--- config.mk ---
export PLATFORM = sky130hd
export DESIGN_NAME = ram_responder
export DESIGN_NICKNAME = d
export VERILOG_FILES = /design/src/rtl/ram_responder_pkg.sv /design/src/rtl/ram_responder_array.sv /design/src/rtl/ram_responder.sv
export SDC_FILE = /design/constraint.sdc
export NUM_CORES = 2
export LEC_CHECK = 0
export ABC_CLOCK_PERIOD_IN_PS = 6000
export BUFFER_PORTS_ARGS = -buffer_cell sky130_fd_sc_hd__buf_4
export CAP_MARGIN = 30
export CORE_UTILIZATION = 45
export DETAILED_ROUTE_END_ITERATION = 6
export PLACE_DENSITY_LB_ADDON = 0.12
export SYNTH_ARGS = -nofsm -noshare
export SYNTH_HDL_FRONTEND = slang
export SYNTH_SLANG_ARGS = --single-unit
--- constraint.sdc ---
create_clock -name Clk -period 6 [get_ports Clk]
set_clock_uncertainty 0.1 [all_clocks]
set_input_delay 0.6 -clock Clk [delete_from_list [all_inputs] [get_ports Clk]]
set_output_delay 0.6 -clock Clk [all_outputs]
set_load 0.01 [all_outputs]
--- src/rtl/ram_responder_pkg.sv ---
// rtl/ram_responder_pkg.sv - shared encodings and defaults for the RAM responder
package ram_responder_pkg;

    localparam int DEF_DATA_WIDTH = 16;
    localparam int DEF_ADDR_WIDTH = 8;

    typedef enum logic [1:0] {
        RAM_IDLE    = 2'd0,
        RAM_BUSY    = 2'd1,
        RAM_RELEASE = 2'd2
    } ram_state_e;

    typedef enum logic [1:0] {
        REQ_INST  = 2'd0,
        REQ_DREAD = 2'd1,
        REQ_WRITE = 2'd2
    } req_kind_e;

    // Fixed priority among simultaneous strobes: write, then data read, then instruction read.
    function automatic req_kind_e pick_kind(input logic wr, input logic dr);
        if (wr) begin
            return REQ_WRITE;
        end else if (dr) begin
            return REQ_DREAD;
        end
        return REQ_INST;
    endfunction

endpackage

--- src/rtl/ram_responder_array.sv ---
// rtl/ram_responder_array.sv - DEPTH x DATA_WIDTH storage, synchronous write, combinational read
module ram_array #(
    parameter int DATA_WIDTH = 16,
    parameter int ADDR_WIDTH = 8,
    parameter int DEPTH      = 256
) (
    input  logic                  clk,
    input  logic                  we,
    input  logic [ADDR_WIDTH-1:0] addr,
    input  logic [DATA_WIDTH-1:0] wdata,
    output logic [DATA_WIDTH-1:0] rdata
);

    logic [DATA_WIDTH-1:0] mem [DEPTH];

    // Contents are deliberately not reset; the caller only enables writes for in-range addresses.
    always_ff @(posedge clk) begin
        if (we) begin
            mem[addr] <= wdata;
        end
    end

    assign rdata = mem[addr];

endmodule

--- src/rtl/ram_responder.sv ---
// rtl/ram_responder.sv - strobe arbiter, wait-state sequencer and output registers for the RAM
module ram_responder
    import ram_responder_pkg::*;
#(
    parameter int DATA_WIDTH  = DEF_DATA_WIDTH,
    parameter int ADDR_WIDTH  = DEF_ADDR_WIDTH,
    parameter int DEPTH       = 256,
    parameter int WAIT_STATES = 0
) (
    input  logic                  Clk,
    input  logic                  Reset_n,
    input  logic                  Ram_Inst_Read,
    input  logic                  Ram_Data_Read,
    input  logic                  Ram_Data_Write,
    input  logic [ADDR_WIDTH-1:0] Ram_Addr,
    input  logic [DATA_WIDTH-1:0] Ram_Data_In,
    output logic [DATA_WIDTH-1:0] Ram_Inst_Out,
    output logic [DATA_WIDTH-1:0] Ram_Data_Out,
    output logic                  Ram_Ready,
    output logic                  Ram_Busy,
    output logic                  Ram_Err
);

    localparam logic [3:0]          WS_W    = 4'(WAIT_STATES);
    localparam logic [ADDR_WIDTH:0] DEPTH_W = (ADDR_WIDTH + 1)'(DEPTH);

    ram_state_e            state_q, state_d;
    req_kind_e             kind_q, kind_d;
    logic [ADDR_WIDTH-1:0] addr_q, addr_d;
    logic [DATA_WIDTH-1:0] wdata_q, wdata_d;
    logic [3:0]            cnt_q, cnt_d;
    logic [DATA_WIDTH-1:0] inst_out_q, inst_out_d;
    logic [DATA_WIDTH-1:0] data_out_q, data_out_d;
    logic                  ready_q, ready_d;
    logic                  busy_q, busy_d;
    logic                  err_q, err_d;

    logic                  in_rel, wr_m, dr_m, ir_m, any_req, can_accept;
    logic                  served_high, in_range, commit, mem_we;
    logic [DATA_WIDTH-1:0] mem_rdata, read_val;

    // In RELEASE the strobe just served is still high; mask it so only a different strobe starts a new request.
    assign in_rel      = (state_q == RAM_RELEASE);
    assign wr_m        = Ram_Data_Write & ~(in_rel & (kind_q == REQ_WRITE));
    assign dr_m        = Ram_Data_Read  & ~(in_rel & (kind_q == REQ_DREAD));
    assign ir_m        = Ram_Inst_Read  & ~(in_rel & (kind_q == REQ_INST));
    assign any_req     = wr_m | dr_m | ir_m;
    assign can_accept  = (state_q == RAM_IDLE) | in_rel;
    assign served_high = (kind_q == REQ_WRITE) ? Ram_Data_Write :
                         (kind_q == REQ_DREAD) ? Ram_Data_Read  : Ram_Inst_Read;

    assign in_range = ({1'b0, addr_q} < DEPTH_W);
    assign commit   = (state_q == RAM_BUSY) && (cnt_q == WS_W);
    assign mem_we   = commit && (kind_q == REQ_WRITE) && in_range;
    assign read_val = in_range ? mem_rdata : '0;

    ram_array #(
        .DATA_WIDTH(DATA_WIDTH),
        .ADDR_WIDTH(ADDR_WIDTH),
        .DEPTH     (DEPTH)
    ) u_array (
        .clk  (Clk),
        .we   (mem_we),
        .addr (addr_q),
        .wdata(wdata_q),
        .rdata(mem_rdata)
    );

    // Next-state logic: accept, count wait states, commit once, then wait for the served strobe to drop.
    always_comb begin
        state_d    = state_q;
        kind_d     = kind_q;
        addr_d     = addr_q;
        wdata_d    = wdata_q;
        cnt_d      = cnt_q;
        inst_out_d = inst_out_q;
        data_out_d = data_out_q;
        ready_d    = 1'b0;
        busy_d     = 1'b0;
        err_d      = 1'b0;

        case (state_q)
            RAM_IDLE: begin
            end
            RAM_BUSY: begin
                if (commit) begin
                    state_d = RAM_RELEASE;
                    ready_d = 1'b1;
                    err_d   = ~in_range;
                    if (kind_q == REQ_INST) begin
                        inst_out_d = read_val;
                    end else if (kind_q == REQ_DREAD) begin
                        data_out_d = read_val;
                    end
                end else begin
                    cnt_d  = cnt_q + 4'd1;
                    busy_d = 1'b1;
                end
            end
            RAM_RELEASE: begin
                if (!served_high) begin
                    state_d = RAM_IDLE;
                end
            end
            default: state_d = RAM_IDLE;
        endcase

        if (can_accept && any_req) begin
            state_d = RAM_BUSY;
            kind_d  = pick_kind(wr_m, dr_m);
            addr_d  = Ram_Addr;
            wdata_d = Ram_Data_In;
            cnt_d   = 4'd0;
            err_d   = wr_m & (dr_m | ir_m);
        end
    end

    // FSM state, latched request and registered outputs; reset aborts any request in flight.
    always_ff @(posedge Clk or negedge Reset_n) begin
        if (!Reset_n) begin
            state_q    <= RAM_IDLE;
            kind_q     <= REQ_INST;
            addr_q     <= '0;
            wdata_q    <= '0;
            cnt_q      <= 4'd0;
            inst_out_q <= '0;
            data_out_q <= '0;
            ready_q    <= 1'b0;
            busy_q     <= 1'b0;
            err_q      <= 1'b0;
        end else begin
            state_q    <= state_d;
            kind_q     <= kind_d;
            addr_q     <= addr_d;
            wdata_q    <= wdata_d;
            cnt_q      <= cnt_d;
            inst_out_q <= inst_out_d;
            data_out_q <= data_out_d;
            ready_q    <= ready_d;
            busy_q     <= busy_d;
            err_q      <= err_d;
        end
    end

    assign Ram_Inst_Out = inst_out_q;
    assign Ram_Data_Out = data_out_q;
    assign Ram_Ready    = ready_q;
    assign Ram_Busy     = busy_q;
    assign Ram_Err      = err_q;

endmodule
======== Word level (Yosys, flattened, before mapping) ========
Memory sizes are Yosys's and may differ from the RTL's.
Cells that the tools add are included.
storage, ports and cells
  flip-flop bits (word level) ............. 67
  bits in latches ......................... 0
  RAM bits ................................ 4096
  bits in read-only memories .............. 0
  bits of input ports ..................... 29
  output and inout port bits .............. 35
  logic and storage cells ................. 68
  memories kept ........................... 1
operators by class
  $add $sub $neg .......................... 1
  multipliers ............................. 0
  div/mod/pow operators ................... 0
  $lt $le $gt $ge ......................... 0
  eq/ne operators ......................... 8
  shift-type cells ........................ 0
  multiplexer cells ....................... 22
  bitwise gates (word level) .............. 15
  reductions and logical operators ........ 11
memory list
  name         words  width  read ports  clocked after memory_dff  write ports  line                       RTL
  u_array.mem  256    16     1           0                         1            ram_responder_array.sv:14  logic [DATA_WIDTH-1:0] mem [DEPTH];
operators with widths
  kind                   number
  $mux W1                12
  $mux W2                6
  $mux W4                3
  $and A1 B1 Y1          7
  $ne A3 B2 Y1 const B   2
  $pmux W2 S3            1
  $reduce_and A3 Y1      2
  $add A4 B1 Y4 const B  1
  $eq A2 B1 Y1 const B   2
  $eq A2 B2 Y1 const B   2
  $logic_not A2 Y1       2
  $logic_not A4 Y1       1
  $ne A2 B1 Y1 const B   2
  $not A1 Y1             4
  $or A1 B1 Y1           4
  $reduce_and A4 Y1      1
  $logic_and A1 B1 Y1    3
  $reduce_and A2 Y1      1
  $reduce_bool A2 Y1     1

======== Longest topological paths before layout ========
  word-level depth ........................ 9
  mapped depth ............................ 15
  mapped depth without buffers ............ 8

======== Cells and area by module ========
From an unflattened synthesis, not the netlist that was laid out.
unflattened totals
  cell total of the unflattened synthesis .. 6897
  area, all modules ....................... 157867.7 um2
modules (own cells, without submodules)
  module         times used  cells an instance  area an instance (um2)  sequential area each (um2)
  ram_array      1           6711               155078.7                122998.0
  ram_responder  1           186                2788.9                  1676.6

======== Least setup slack after synthesis ========
No wires, ideal clock.
  path type ............................... reg-to-reg
  start ................................... reg wdata_q[0]
  end ..................................... mem u_array.mem[0][0] (data pin)
  library setup time ...................... 803 ps
  data arrival time ....................... 3179 ps
  data required time ...................... 5097 ps
  slack ................................... 1918 ps
  cell stages (with the launch flop) ...... 1
  buffers on the path ..................... 0
  period minus slack after synthesis ...... 4082 ps
  cells stage by stage .................... dfrtp_1
RTL lines
  item                    line                       RTL
  start, declared         ram_responder.sv:30        logic [DATA_WIDTH-1:0] wdata_q, wdata_d;
  start signal, assigned  ram_responder.sv:135       wdata_q <= wdata_d;
  end, declared           ram_responder_array.sv:14
Straight into the memory's write port.

======== Final worst setup path ========
  start ................................... reg addr_q[0]
  end ..................................... reg inst_out_q[1] (netlist: Ram_Inst_Out[1])
on the way
  longest elaborated chain between the ends .. 1
RTL lines
  item                    line                  RTL
  start, declared         ram_responder.sv:29   logic [ADDR_WIDTH-1:0] addr_q, addr_d;
  start signal, assigned  ram_responder.sv:134  addr_q <= addr_d;
  $mem_v2 Z256 W16        -
  end signal, assigned    ram_responder.sv:137  inst_out_q <= inst_out_d;
  end, declared           ram_responder.sv:32   logic [DATA_WIDTH-1:0] inst_out_q, inst_out_d;
No other way between the ends.
A chain may end at the register's enable or synchronous reset.

==> results.cfg <==
[clock_network]
tritoncts = yes
insertion_delay_ns = 0.99
path_clk_slew_ns = 0.06
cts_buffer_depth = 4
cts_root_buffer = clkbuf_16
clkSinkCount = 4163
post-cts-setup-buffer-count = 0
htreeDepth = 5
cts_made_buffers = 431

[drt]
dr_wl_met2_um = 212000
drtAntennaViolNets = 0
vias_per_cell = 6.05
dr.pass1.iters = 5
wl_per_cell_um = 33.6
drtIter0Drc = 9303
wl_met1_um = 192000
wirelength_um = 449000
routed.top_layer = met5
remaining_drc_errors = 0
vias = 80700
wl_met3_um = 30800

[floorplanning]
std_cell_rows = 218
die_x_um = 599
coreArea_mm2 = 0.353
die_h_um = 599
start_util_pct = 45.3
die-area_mm2 = 0.358
ios = 64

[sta]
fin_crit_ns = 5.21
worst_slew_pin_slew_ns = 1.32
max_freq_mhz = 192
final.period_utilization_pct = 86.9
tns_ns = 0
hold_violations = 0
slew_headroom_pct = 12.2
rsz0062_at_grt = false
setup_viol = 0
finalMaxSlewViolations = 0

[cells_and_area]
fin_nets = 8278
fin_cells = 13300
syn_to_final_growth_pct = 14.6
fin_util_pct = 51.9
drive_gt1_share_pct = 24.3
final_cell_mix = edfxtp_1 (4096), mux4_2 (701), mux2i_1 (663)
mostFrequentLayoutCell = edfxtp_1

[logic_synthesis]
syn_inst = 7675
yosysSeqAreaShare_pct = 77.8
syn_area_mm2 = 0.160
synth.avg_cell_area_um2 = 20.9
synth_edf_count = 4096
yosys_warnings = 0
synth_flop_cell = edfxtp_1
async_reset_ff_share_pct = 1.61
ys_ff_latch = 4163
yosysUniqueCellTypes = 60
synth_nets = 7706

[critical_path]
slowest_delay_ns = 0.88
worst-endpoint-required_ns = 6.72
critPathCaptureType = flip-flop
path_cells = buf_16 -> buf_12 -> buf_4 -> mux4_2 -> nand3_1 -> nand4_1 -> nor4_1 -> buf_4 -> nand4_1 -> a221oi_1 -> o21ai_0
arrival_ns = 5.94
path_class = reg -> reg
cp_top_family = simple AND/OR/NAND/NOR gates
slowest_stage = nor4_1
crit_buf_inv = 4
cp-start-kind = flip-flop
cp_max_fo = 34

[placed_design]
io_buffers = 63
gp_congestion = 0.853
dp.cells = 12500
place.detailed.hpwl_um = 272000

[status]
status = finished, final reports clean

[grt]
grt_pass1_vias = 80100
antenna_found_initial = 15
grtUsageTotal_pct = 24.8
grt_pass1_wl_um = 628000
grt-ovfl-total = 0
grt_start_max_net_pins = 180

[run]
cap_violations = 0

[power]
p_per_area_mw_per_mm2 = 501
p_leak_nw = 59.1
irDropWorstVdd_mv = 0.708

[worst_hold_path]
min_path_type = in -> async
## state kept, by name, summed over array words and instances (netlist names)
name and flops:
u_array.mem 4096, Ram_Data_Out 16, Ram_Inst_Out 16, wdata_q 16
addr_q 8, cnt_q 4, kind_q 2, state_q 2
Ram_Busy 1, Ram_Err 1, Ram_Ready 1
## per-layer routing
| layer | vias to the layer above | global-route usage (%) |
|---|---|---|
| li1 | 33300 | - |
| met1 | 43600 | 36.1 |
| met2 | 3153 | 39.3 |
| met3 | 585 | 3.60 |
| met4 | 2 | 7.20 |
| met5 | - | 0 |
## worst reg2reg max path: stages, from the launching register on
cell      delay, ns
dfrtp_4        0.79
buf_16         0.30
buf_12         0.39
buf_4          0.44
mux4_2         0.56
nand3_1        0.11
nand4_1        0.21
nor4_1         0.88
buf_4          0.24
nand4_1        0.41
a221oi_1       0.47
o21ai_0        0.15
## area by class of cell
type                    instances  area [um^2]
fillers                     27800       170000
flip-flops and latches       4163       125000
multi-input cells            3022        33000
clock buffers                 518        11300
well taps                    4730         5920
repair buffers                621         5670
clock inverters               271         2780
inverters                       8         32.5
diodes                          9         22.5
## stage by stage
stage / power [W] / area, um^2 / hold WS [ns] / worst slack (ns)
6_report: 0.0920 / 184000 / 0.0529 / 0.788
2_1_floorplan: 0.0541 / 160000 / 0.204 / 1.92
4_1_cts: 0.0926 / 183000 / 0.00000533 / 0.808
3_5_place_dp: 0.0659 / 169000 / 0.405 / 0.860
3_3_place_gp: 0.0654 / 168000 / 0.399 / 0.651
5_1_grt: 0.0946 / 184000 / 0.0493 / 0.601
## timing repair
| item | CTS | global route |
|---|---|---|
| hold endpoints to repair | 54 | 0 |
| hold buffers | 29 | 0 |
| resized for setup | 0 | 0 |
## synthesized netlist by cell type, types with 3 or more instances
| library cell | n | area (um^2) |
|---|---|---|
| nand4b_1 | 10 | 87.6 |
| nand3b_1 | 3 | 22.5 |
| a221oi_1 | 170 | 1490 |
| clkbuf_1 | 200 | 751 |
| inv_1 | 6 | 22.5 |
| dfrtp_1 | 67 | 1680 |
| a311oi_1 | 3 | 26.3 |
| o31ai_1 | 4 | 30.0 |
| buf_6 | 66 | 743 |
| a41oi_1 | 27 | 236 |
| a22oi_1 | 153 | 1150 |
| nor2b_1 | 41 | 257 |
| a31oi_1 | 48 | 300 |
| o221ai_1 | 32 | 280 |
| nor4_1 | 35 | 219 |
| buf_4 | 73 | 548 |
| nand4bb_1 | 4 | 45.0 |
| edfxtp_1 | 4096 | 123000 |
| a22o_1 | 5 | 43.8 |
| and3_1 | 67 | 419 |
| buf_1 | 42 | 158 |
| mux4_2 | 701 | 15800 |
| mux2_2 | 71 | 800 |
| a21oi_1 | 55 | 275 |
| o21ai_0 | 152 | 761 |
| o22ai_1 | 64 | 400 |
| o31a_1 | 6 | 52.6 |
| and2_1 | 8 | 50.1 |
| nor2_1 | 275 | 1030 |
| mux2i_1 | 663 | 6640 |
| o2111ai_1 | 16 | 140 |
| o21a_1 | 15 | 113 |
| nand4_1 | 56 | 350 |
| nand2b_1 | 7 | 43.8 |
| or3_1 | 3 | 18.8 |
| buf_2 | 99 | 495 |
| or4_1 | 19 | 143 |
| nand3_1 | 207 | 1040 |
| nand2_1 | 75 | 282 |
## worst paths after layout
path | cells after the start | slack (ns) | start | to
worst min register to register | 1 | 0.42 | Ram_Data_Out[9] | Ram_Data_Out[9]
worst max-delay path | 11 | 0.79 | addr_q[0] | Ram_Inst_Out[1]
worst min-delay path | 2 | 0.05 | Reset_n | addr_q[5]
min in group Clk | 3 | 0.29 | Ram_Data_In[0] | wdata_q[0]
max in group asynchronous | 3 | 4.23 | Reset_n | wdata_q[1]
worst max register to register | 11 | 0.79 | addr_q[0] | Ram_Inst_Out[1]
## power by group
part           switching (W)  total (W)  internal (W)
sequential           0.00160     0.0382        0.0367
combinational         0.0181     0.0270       0.00882
clock                 0.0112     0.0268        0.0156
total                 0.0309     0.0920        0.0611
## logic make-up (layout without fill, tap and decap cells)
family,count (synthesis),after routing,share of synthesized area (%)
XOR/XNOR,2,2,0.0109
AO/OA/AOI/OAI,757,757,3.34
flip-flops,4163,4163,77.8
adder cells (fa/ha/maj),2,2,0.0156
AND/OR/NAND/NOR,826,826,2.58
buffers and inverters,490,1418,1.72
other,0,9,0
multiplexers,1435,1435,14.5
Power figures use the tool's default switching activity.
